$ cat src/rtl/bus_arbiter_if.sv
// ---------------------------------------------------------------------------
// bus_arbiter_if
// Bundles the request/grant handshake between the fetch control unit (fcu),
// the execution unit (eu), the bus interface unit (biu) and the arbiter.
//   master modport : requester/biu side (drives req_*, sel_*, ready_bus)
//   slave  modport : arbiter side (drives grants, chip select, pulses, busy)
// ---------------------------------------------------------------------------
`timescale 1ns/1ps
interface bus_arbiter_if;
    logic       req_fcu;
    logic       req_eu;
    logic [1:0] sel_fcu;
    logic [1:0] sel_eu;
    logic       ready_bus;
    logic       gnt_fcu;
    logic       gnt_eu;
    logic       cs_biu;
    logic [1:0] sel_biu;
    logic       done_fcu;
    logic       done_eu;
    logic       timeout;
    logic       busy;

    modport master (
        output req_fcu, req_eu, sel_fcu, sel_eu, ready_bus,
        input  gnt_fcu, gnt_eu, cs_biu, sel_biu, done_fcu, done_eu, timeout, busy
    );

    modport slave (
        input  req_fcu, req_eu, sel_fcu, sel_eu, ready_bus,
        output gnt_fcu, gnt_eu, cs_biu, sel_biu, done_fcu, done_eu, timeout, busy
    );
endinterface

$ cat src/rtl/bus_arbiter.sv
// ---------------------------------------------------------------------------
// bus_arbiter
// Arbitrates the single biu between the fetch control unit and the execution
// unit. A grant lasts until ready_bus, a hold-limit timeout, or the owner
// dropping its request; every grant is followed by one TURN cycle with the
// bus deselected.
//
// Ports
//   clk        : system clock, rising edge
//   reset      : asynchronous, active-low reset
//   bus        : bus_arbiter_if.slave (requests, selects, ready_bus in;
//                grants, cs_biu, sel_biu, done/timeout pulses, busy out)
//
// Parameters
//   MAX_HOLD   : grant cycles allowed without ready_bus (1..15)
//   STARVE_LIM : consecutive lost arbitrations before fcu is forced (1..7)
//
// Configuration macro
//   BUS_ARB_ROUND_ROBIN_EN : when defined, simultaneous requests alternate
//                            (round robin) and the starvation counter is
//                            removed; default build uses eu priority with
//                            fcu starvation protection.
//
// done_fcu/done_eu/timeout are decoded from the registered grant state and
// the live ready_bus/req inputs so they land in the same cycle as the event
// that ends the grant; all other outputs come straight from flops.
// ---------------------------------------------------------------------------
`timescale 1ns/1ps
module bus_arbiter #(
    parameter int MAX_HOLD   = 15,
    parameter int STARVE_LIM = 4
) (
    input  logic         clk,
    input  logic         reset,
    bus_arbiter_if.slave bus
);
    typedef enum logic [1:0] {
        IDLE    = 2'b00,
        GNT_FCU = 2'b01,
        GNT_EU  = 2'b10,
        TURN    = 2'b11
    } state_t;

    localparam logic [3:0] HOLD_LIM = 4'(MAX_HOLD);

    state_t     state_r;
    logic       gnt_fcu_r;
    logic       gnt_eu_r;
    logic       cs_biu_r;
    logic [1:0] sel_biu_r;
    logic       busy_r;
    logic [3:0] hold_r;
`ifdef BUS_ARB_ROUND_ROBIN_EN
    logic       prio_eu_r;   // 1: eu wins the next tie
`else
    localparam logic [2:0] STARVE_C = 3'(STARVE_LIM);
    logic [2:0] starve_r;
`endif

    logic in_grant_s;
    logic req_own_s;
    logic abort_s;
    logic done_s;
    logic limit_s;
    logic any_req_s;
    logic fcu_wins_s;

    assign in_grant_s = (state_r == GNT_FCU) || (state_r == GNT_EU);
    assign req_own_s  = (state_r == GNT_FCU) ? bus.req_fcu : bus.req_eu;
    // Owner dropping its request ends the grant silently and outranks both
    // ready_bus and the hold limit; ready_bus outranks the hold limit.
    assign abort_s    = in_grant_s && !req_own_s;
    assign done_s     = in_grant_s && req_own_s && bus.ready_bus;
    assign limit_s    = in_grant_s && req_own_s && !bus.ready_bus &&
                        ((hold_r + 4'd1) == HOLD_LIM);
    assign any_req_s  = bus.req_fcu || bus.req_eu;

`ifdef BUS_ARB_ROUND_ROBIN_EN
    assign fcu_wins_s = bus.req_fcu && (!bus.req_eu || !prio_eu_r);
`else
    assign fcu_wins_s = bus.req_fcu && (!bus.req_eu || (starve_r == STARVE_C));
`endif

    assign bus.gnt_fcu  = gnt_fcu_r;
    assign bus.gnt_eu   = gnt_eu_r;
    assign bus.cs_biu   = cs_biu_r;
    assign bus.sel_biu  = sel_biu_r;
    assign bus.busy     = busy_r;
    assign bus.done_fcu = done_s && (state_r == GNT_FCU);
    assign bus.done_eu  = done_s && (state_r == GNT_EU);
    assign bus.timeout  = limit_s;

    // Arbitration FSM with registered grant, chip-select, select and busy.
    always_ff @(posedge clk or negedge reset) begin
        if (!reset) begin
            state_r   <= IDLE;
            gnt_fcu_r <= 1'b0;
            gnt_eu_r  <= 1'b0;
            cs_biu_r  <= 1'b0;
            sel_biu_r <= 2'b00;
            busy_r    <= 1'b0;
            hold_r    <= 4'd0;
`ifdef BUS_ARB_ROUND_ROBIN_EN
            prio_eu_r <= 1'b1;
`else
            starve_r  <= 3'd0;
`endif
        end else begin
            case (state_r)
                IDLE: begin
                    hold_r <= 4'd0;
                    if (any_req_s) begin
                        cs_biu_r <= 1'b1;
                        busy_r   <= 1'b1;
                        if (fcu_wins_s) begin
                            state_r   <= GNT_FCU;
                            gnt_fcu_r <= 1'b1;
                            gnt_eu_r  <= 1'b0;
                            sel_biu_r <= bus.sel_fcu;
`ifdef BUS_ARB_ROUND_ROBIN_EN
                            prio_eu_r <= 1'b1;
`else
                            starve_r  <= 3'd0;
`endif
                        end else begin
                            state_r   <= GNT_EU;
                            gnt_fcu_r <= 1'b0;
                            gnt_eu_r  <= 1'b1;
                            sel_biu_r <= bus.sel_eu;
`ifdef BUS_ARB_ROUND_ROBIN_EN
                            prio_eu_r <= 1'b0;
`else
                            // fcu lost a contested decision
                            if (bus.req_fcu) begin
                                starve_r <= starve_r + 3'd1;
                            end else begin
                                starve_r <= starve_r;
                            end
`endif
                        end
                    end else begin
                        state_r   <= IDLE;
                        gnt_fcu_r <= 1'b0;
                        gnt_eu_r  <= 1'b0;
                        cs_biu_r  <= 1'b0;
                        sel_biu_r <= 2'b00;
                        busy_r    <= 1'b0;
                    end
                end
                GNT_FCU, GNT_EU: begin
                    if (abort_s || done_s || limit_s) begin
                        state_r   <= TURN;
                        gnt_fcu_r <= 1'b0;
                        gnt_eu_r  <= 1'b0;
                        cs_biu_r  <= 1'b0;
                        sel_biu_r <= 2'b00;
                        hold_r    <= 4'd0;
                    end else begin
                        hold_r    <= hold_r + 4'd1;
                    end
                end
                TURN: begin
                    state_r <= IDLE;
                    busy_r  <= 1'b0;
                end
                default: begin
                    state_r   <= IDLE;
                    gnt_fcu_r <= 1'b0;
                    gnt_eu_r  <= 1'b0;
                    cs_biu_r  <= 1'b0;
                    sel_biu_r <= 2'b00;
                    busy_r    <= 1'b0;
                    hold_r    <= 4'd0;
                end
            endcase
        end
    end
endmodule

$ cat src/flat_wrapper.sv
// flat-port wrapper written by rule: the top's interface ports become plain ports
module bus_arbiter_flat 
#(
    parameter int MAX_HOLD   = 15,
    parameter int STARVE_LIM = 4
)
  (clk, reset, bus_req_fcu, bus_req_eu, bus_sel_fcu, bus_sel_eu, bus_ready_bus, bus_gnt_fcu, bus_gnt_eu, bus_cs_biu, bus_sel_biu, bus_done_fcu, bus_done_eu, bus_timeout, bus_busy);
  bus_arbiter_if bus_i ();
  input  logic clk;
  input  logic reset;
  input wire logic [$bits(bus_i.req_fcu)-1:0] bus_req_fcu;
  input wire logic [$bits(bus_i.req_eu)-1:0] bus_req_eu;
  input wire logic [$bits(bus_i.sel_fcu)-1:0] bus_sel_fcu;
  input wire logic [$bits(bus_i.sel_eu)-1:0] bus_sel_eu;
  input wire logic [$bits(bus_i.ready_bus)-1:0] bus_ready_bus;
  output wire logic [$bits(bus_i.gnt_fcu)-1:0] bus_gnt_fcu;
  output wire logic [$bits(bus_i.gnt_eu)-1:0] bus_gnt_eu;
  output wire logic [$bits(bus_i.cs_biu)-1:0] bus_cs_biu;
  output wire logic [$bits(bus_i.sel_biu)-1:0] bus_sel_biu;
  output wire logic [$bits(bus_i.done_fcu)-1:0] bus_done_fcu;
  output wire logic [$bits(bus_i.done_eu)-1:0] bus_done_eu;
  output wire logic [$bits(bus_i.timeout)-1:0] bus_timeout;
  output wire logic [$bits(bus_i.busy)-1:0] bus_busy;
  assign bus_i.req_fcu = bus_req_fcu;
  assign bus_i.req_eu = bus_req_eu;
  assign bus_i.sel_fcu = bus_sel_fcu;
  assign bus_i.sel_eu = bus_sel_eu;
  assign bus_i.ready_bus = bus_ready_bus;
  assign bus_gnt_fcu = bus_i.gnt_fcu;
  assign bus_gnt_eu = bus_i.gnt_eu;
  assign bus_cs_biu = bus_i.cs_biu;
  assign bus_sel_biu = bus_i.sel_biu;
  assign bus_done_fcu = bus_i.done_fcu;
  assign bus_done_eu = bus_i.done_eu;
  assign bus_timeout = bus_i.timeout;
  assign bus_busy = bus_i.busy;
  bus_arbiter #(.MAX_HOLD(MAX_HOLD), .STARVE_LIM(STARVE_LIM)) u_core (.clk(clk), .reset(reset), .bus(bus_i));
endmodule
$ cat config.mk
export PLATFORM = sky130hd
export DESIGN_NAME = bus_arbiter_flat
export DESIGN_NICKNAME = d
export VERILOG_FILES = /design/src/rtl/bus_arbiter_if.sv /design/src/rtl/bus_arbiter.sv /design/src/flat_wrapper.sv
export SDC_FILE = /design/constraint.sdc
export NUM_CORES = 1
export LEC_CHECK = 0
export CAP_MARGIN = 10
export CORE_MARGIN = 2
export CORE_UTILIZATION = 31
export CTS_CLUSTER_SIZE = 10
export DETAILED_ROUTE_END_ITERATION = 16
export SYNTH_ARGS = -nofsm -noshare
export SYNTH_HDL_FRONTEND = slang
export SYNTH_SLANG_ARGS = --single-unit
$ cat constraint.sdc
create_clock -name clk -period 2.2 [get_ports clk]
set_input_delay 0.22 -clock clk [delete_from_list [all_inputs] [get_ports clk]]
set_output_delay 0.22 -clock clk [all_outputs]
set_load 0.005 [all_outputs]
==> impl_metrics.yaml <==
worst_setup_path:
  timing.rr.start: "u_core.state_r[0]"
  cp.depth: 6
  endpoint: "bus_timeout"
  crit_type: "register to output port"
  regToRegSetupSlack_ns: 0.09
  cp_max_fo: 4
  reg2reg_to: "u_core.bus.gnt_fcu"
  startpoint_type: "register"
  cp_cell_sequence: "buf_4 -> ha_1 -> mux2i_2 -> nand2b_1 -> nor4b_2 -> dlygate4sd2_1"
  critPathTopFamily: "flip-flops"
  worstPathRequired_ns: 1.98
  crit_slowest_cell: "dfrtp_1"
  cp-end-kind: "output port"
  slowest_delay_ns: 0.43
  r2r_cells: 8
  crit_path_start: "u_core.state_r[0]"
  critPathBufInv: 2
  crit_arrival_ns: 1.91
clock_network:
  cts.reportedPaths.clkPinSlew_ns: 0.10
  cts-root-buf: "clkbuf_4"
  cts_max_level: 1
  cts_hold_buffers: 0
  cts.sinks: 15
  max-clock-path-buffers: 2
  cts_tree: "done"
  numCtsBuffers: 3
  clk_latency_ns: 0.29
placement:
  place_inst: 147
  gp_congestion: 0.729
  dpl.hpwl_um: 1550
  placed_area_um2: 1180
  numPortBuffers: 17
sta:
  tightest_slew_ns: 0.713
  drv_slew: 0
  fin_crit_ns: 2.13
  hold_violations: 0
  slew_headroom_pct: 52.3
  finClkSkew_ns: 0.00373
  whs_ns: 0.345
  period_share_pct: 97.0
  fmax_mhz: 469
  setup_viol: 0
floorplan:
  core-area_um2: 2980
  rows: 20
  die-area_um2: 3540
  die_width_um: 59.5
  start_util_pct: 32.1
  io_pins: 18
  die_h_um: 59.5
layout:
  instances_no_fill: 154
  nFillCells: 290
  design_area_um2: 1250
  synthToLayoutAreaGrowth_pct: 31.1
  final_nets: 140
  antenna_cells: 0
  drive_above_1_share_pct: 13.2
power:
  leakagePower_nw: 0.576
  ir_drop_uv: 445
  power.density_nw_per_um2: 1150
  report.power.total_mw: 1.44
yosys:
  synth_cell_types: 31
  synthesis.nets: 114
  synthesis.area_um2: 955
  yosys_warnings: 0
  synthCells: 96
  yosysSeqAreaShare_pct: 39.3
  ys_seq_elements: 15
  synth_area_per_cell_um2: 9.94
routing:
  drt_wl_total_um: 2090
  drc: 0
  detail_route.first_pass.iterations: 4
  ant_nets: 0
  drtIter0Drc: 21
  drt-vias-per-instance: 5.10
  vias: 785
  wire_per_inst_um: 13.5
grt:
  grt_util_all_layers_pct: 13.5
  grt_pass1_wl_um: 3440
  grt_overflow: 0
  antenna_found_initial: 0
  grt_pass1_vias: 815
  grt_max_degree: 16
job:
  maxCapViolCount: 0
worst_hold_path:
  hp-class: "input port to async pin"
status:
  run_status: "complete, no violations"
synth_stat cells (all sizes together):
cell type	n	area (um^2)
ha	9	113
a31oi	1	6.26
clkbuf	2	7.51
nor3	2	10.0
buf	1	11.3
o31a	1	8.76
o2bb2ai	5	43.8
a21bo	1	10.0
o21ai	4	20.0
and4b	1	10.0
nand2b	3	18.8
nor2	4	15.0
o31ai	1	7.51
nand3	2	10.0
nor4b	3	41.3
and4	1	8.76
xor2	1	8.76
a222oi	2	20.0
a22o	2	17.5
nand4bb	1	11.3
nand2	13	48.8
dfrtp	15	375
mux2i	3	33.8
nand3b	1	7.51
o221ai	1	8.76
a21oi	5	25.0
a21o	2	15.0
inv	7	26.3
nor3b	2	15.0
worst min-delay path by stage:
| stage | to | slack (ns) | cells after the start | from |
|---|---|---|---|---|
| after floorplan | u_core.bus.busy | -0.08 | 0 | reset |
| after global placement | u_core.bus.busy | 0.47 | 2 | u_core.bus.busy |
| after detailed placement | u_core.bus.busy | 0.47 | 2 | u_core.bus.busy |
| after CTS | u_core.state_r[0] | 0.36 | 1 | reset |
| after global routing | u_core.bus.gnt_fcu | 0.40 | 1 | reset |
| final | u_core.hold_r[3] | 0.34 | 1 | reset |
layout by cell type, fill, tap and decap left out, drive strengths merged, types with 2 or more instances in the layout:
cell,count
o21ai,4
inv,7
ha,9
nor2,4
clkbuf,3
a22o,2
nand2b,3
nor3b,2
nand2,13
buf,7
a222oi,2
o2bb2ai,5
dfrtp,15
mux2i,3
clkdlybuf4s50,15
nor4b,3
nor3,2
nand3,2
a21oi,5
a21o,2
what timing repair did:
| item | CTS | global route |
|---|---|---|
| setup endpoints to repair | 3 | 2 |
| buffers inserted | 1 | 2 |
| gates resized for setup | 3 | 3 |
| pin swaps | 0 | 1 |
final cells by class:
class	count	area, um^2	area share [%]
repair buffers	24	228	18.2
flip-flops and latches	15	375	30.0
clock inverters	1	5.00	0.400
well taps	33	41.3	3.30
clock buffers	3	22.5	1.80
inverters	7	26.3	2.10
multi-input cells	71	553	44.2
report_power, final:
group          leakage, nW  switching [mW]  internal (mW)  total [mW]
combinational        0.360           0.389          0.419       0.808
sequential           0.198          0.0833          0.378       0.461
clock               0.0177          0.0992         0.0676       0.167
layer usage:
metal,vias to the layer above,GRT usage (%),share of wire (%)
met3,4,1.97,3.6
met1,363,14.6,45
met5,-,0,0
met2,17,24.2,49
li1,401,-,-
met4,0,8.57,2.4
cell families after synthesis:
family	synth area share (%)
multiplexers	3.54
AO/OA/AOI/OAI	19.1
XOR/XNOR	0.918
buffers and inverters	4.72
flip-flops	39.3
AND/OR/NAND/NOR	20.6
adder cells (fa/ha/maj)	11.8
metrics by stage:
stage | setup WS, ns | TNS (ns) | utilization [%]
after floorplan | 0.563 | 0 | -
after global placement | 0.129 | 0 | 39.5
after detailed placement | 0.0611 | 0 | 39.5
after CTS | -0.0333 | -0.0577 | 41.0
after global routing | -0.0122 | -0.0179 | 42.0
final | 0.0664 | 0 | 42.0
registers in the layout (all words and copies together) (netlist names):
register and flops:
u_core.bus.gnt_eu 1, u_core.bus.busy 1, u_core.bus.sel_biu 2, u_core.state_r 2, u_core.bus.cs_biu 1, u_core.bus.gnt_fcu 1
u_core.starve_r 3, u_core.hold_r 4
No activity file was read; power rests on OpenSTA's default activity.
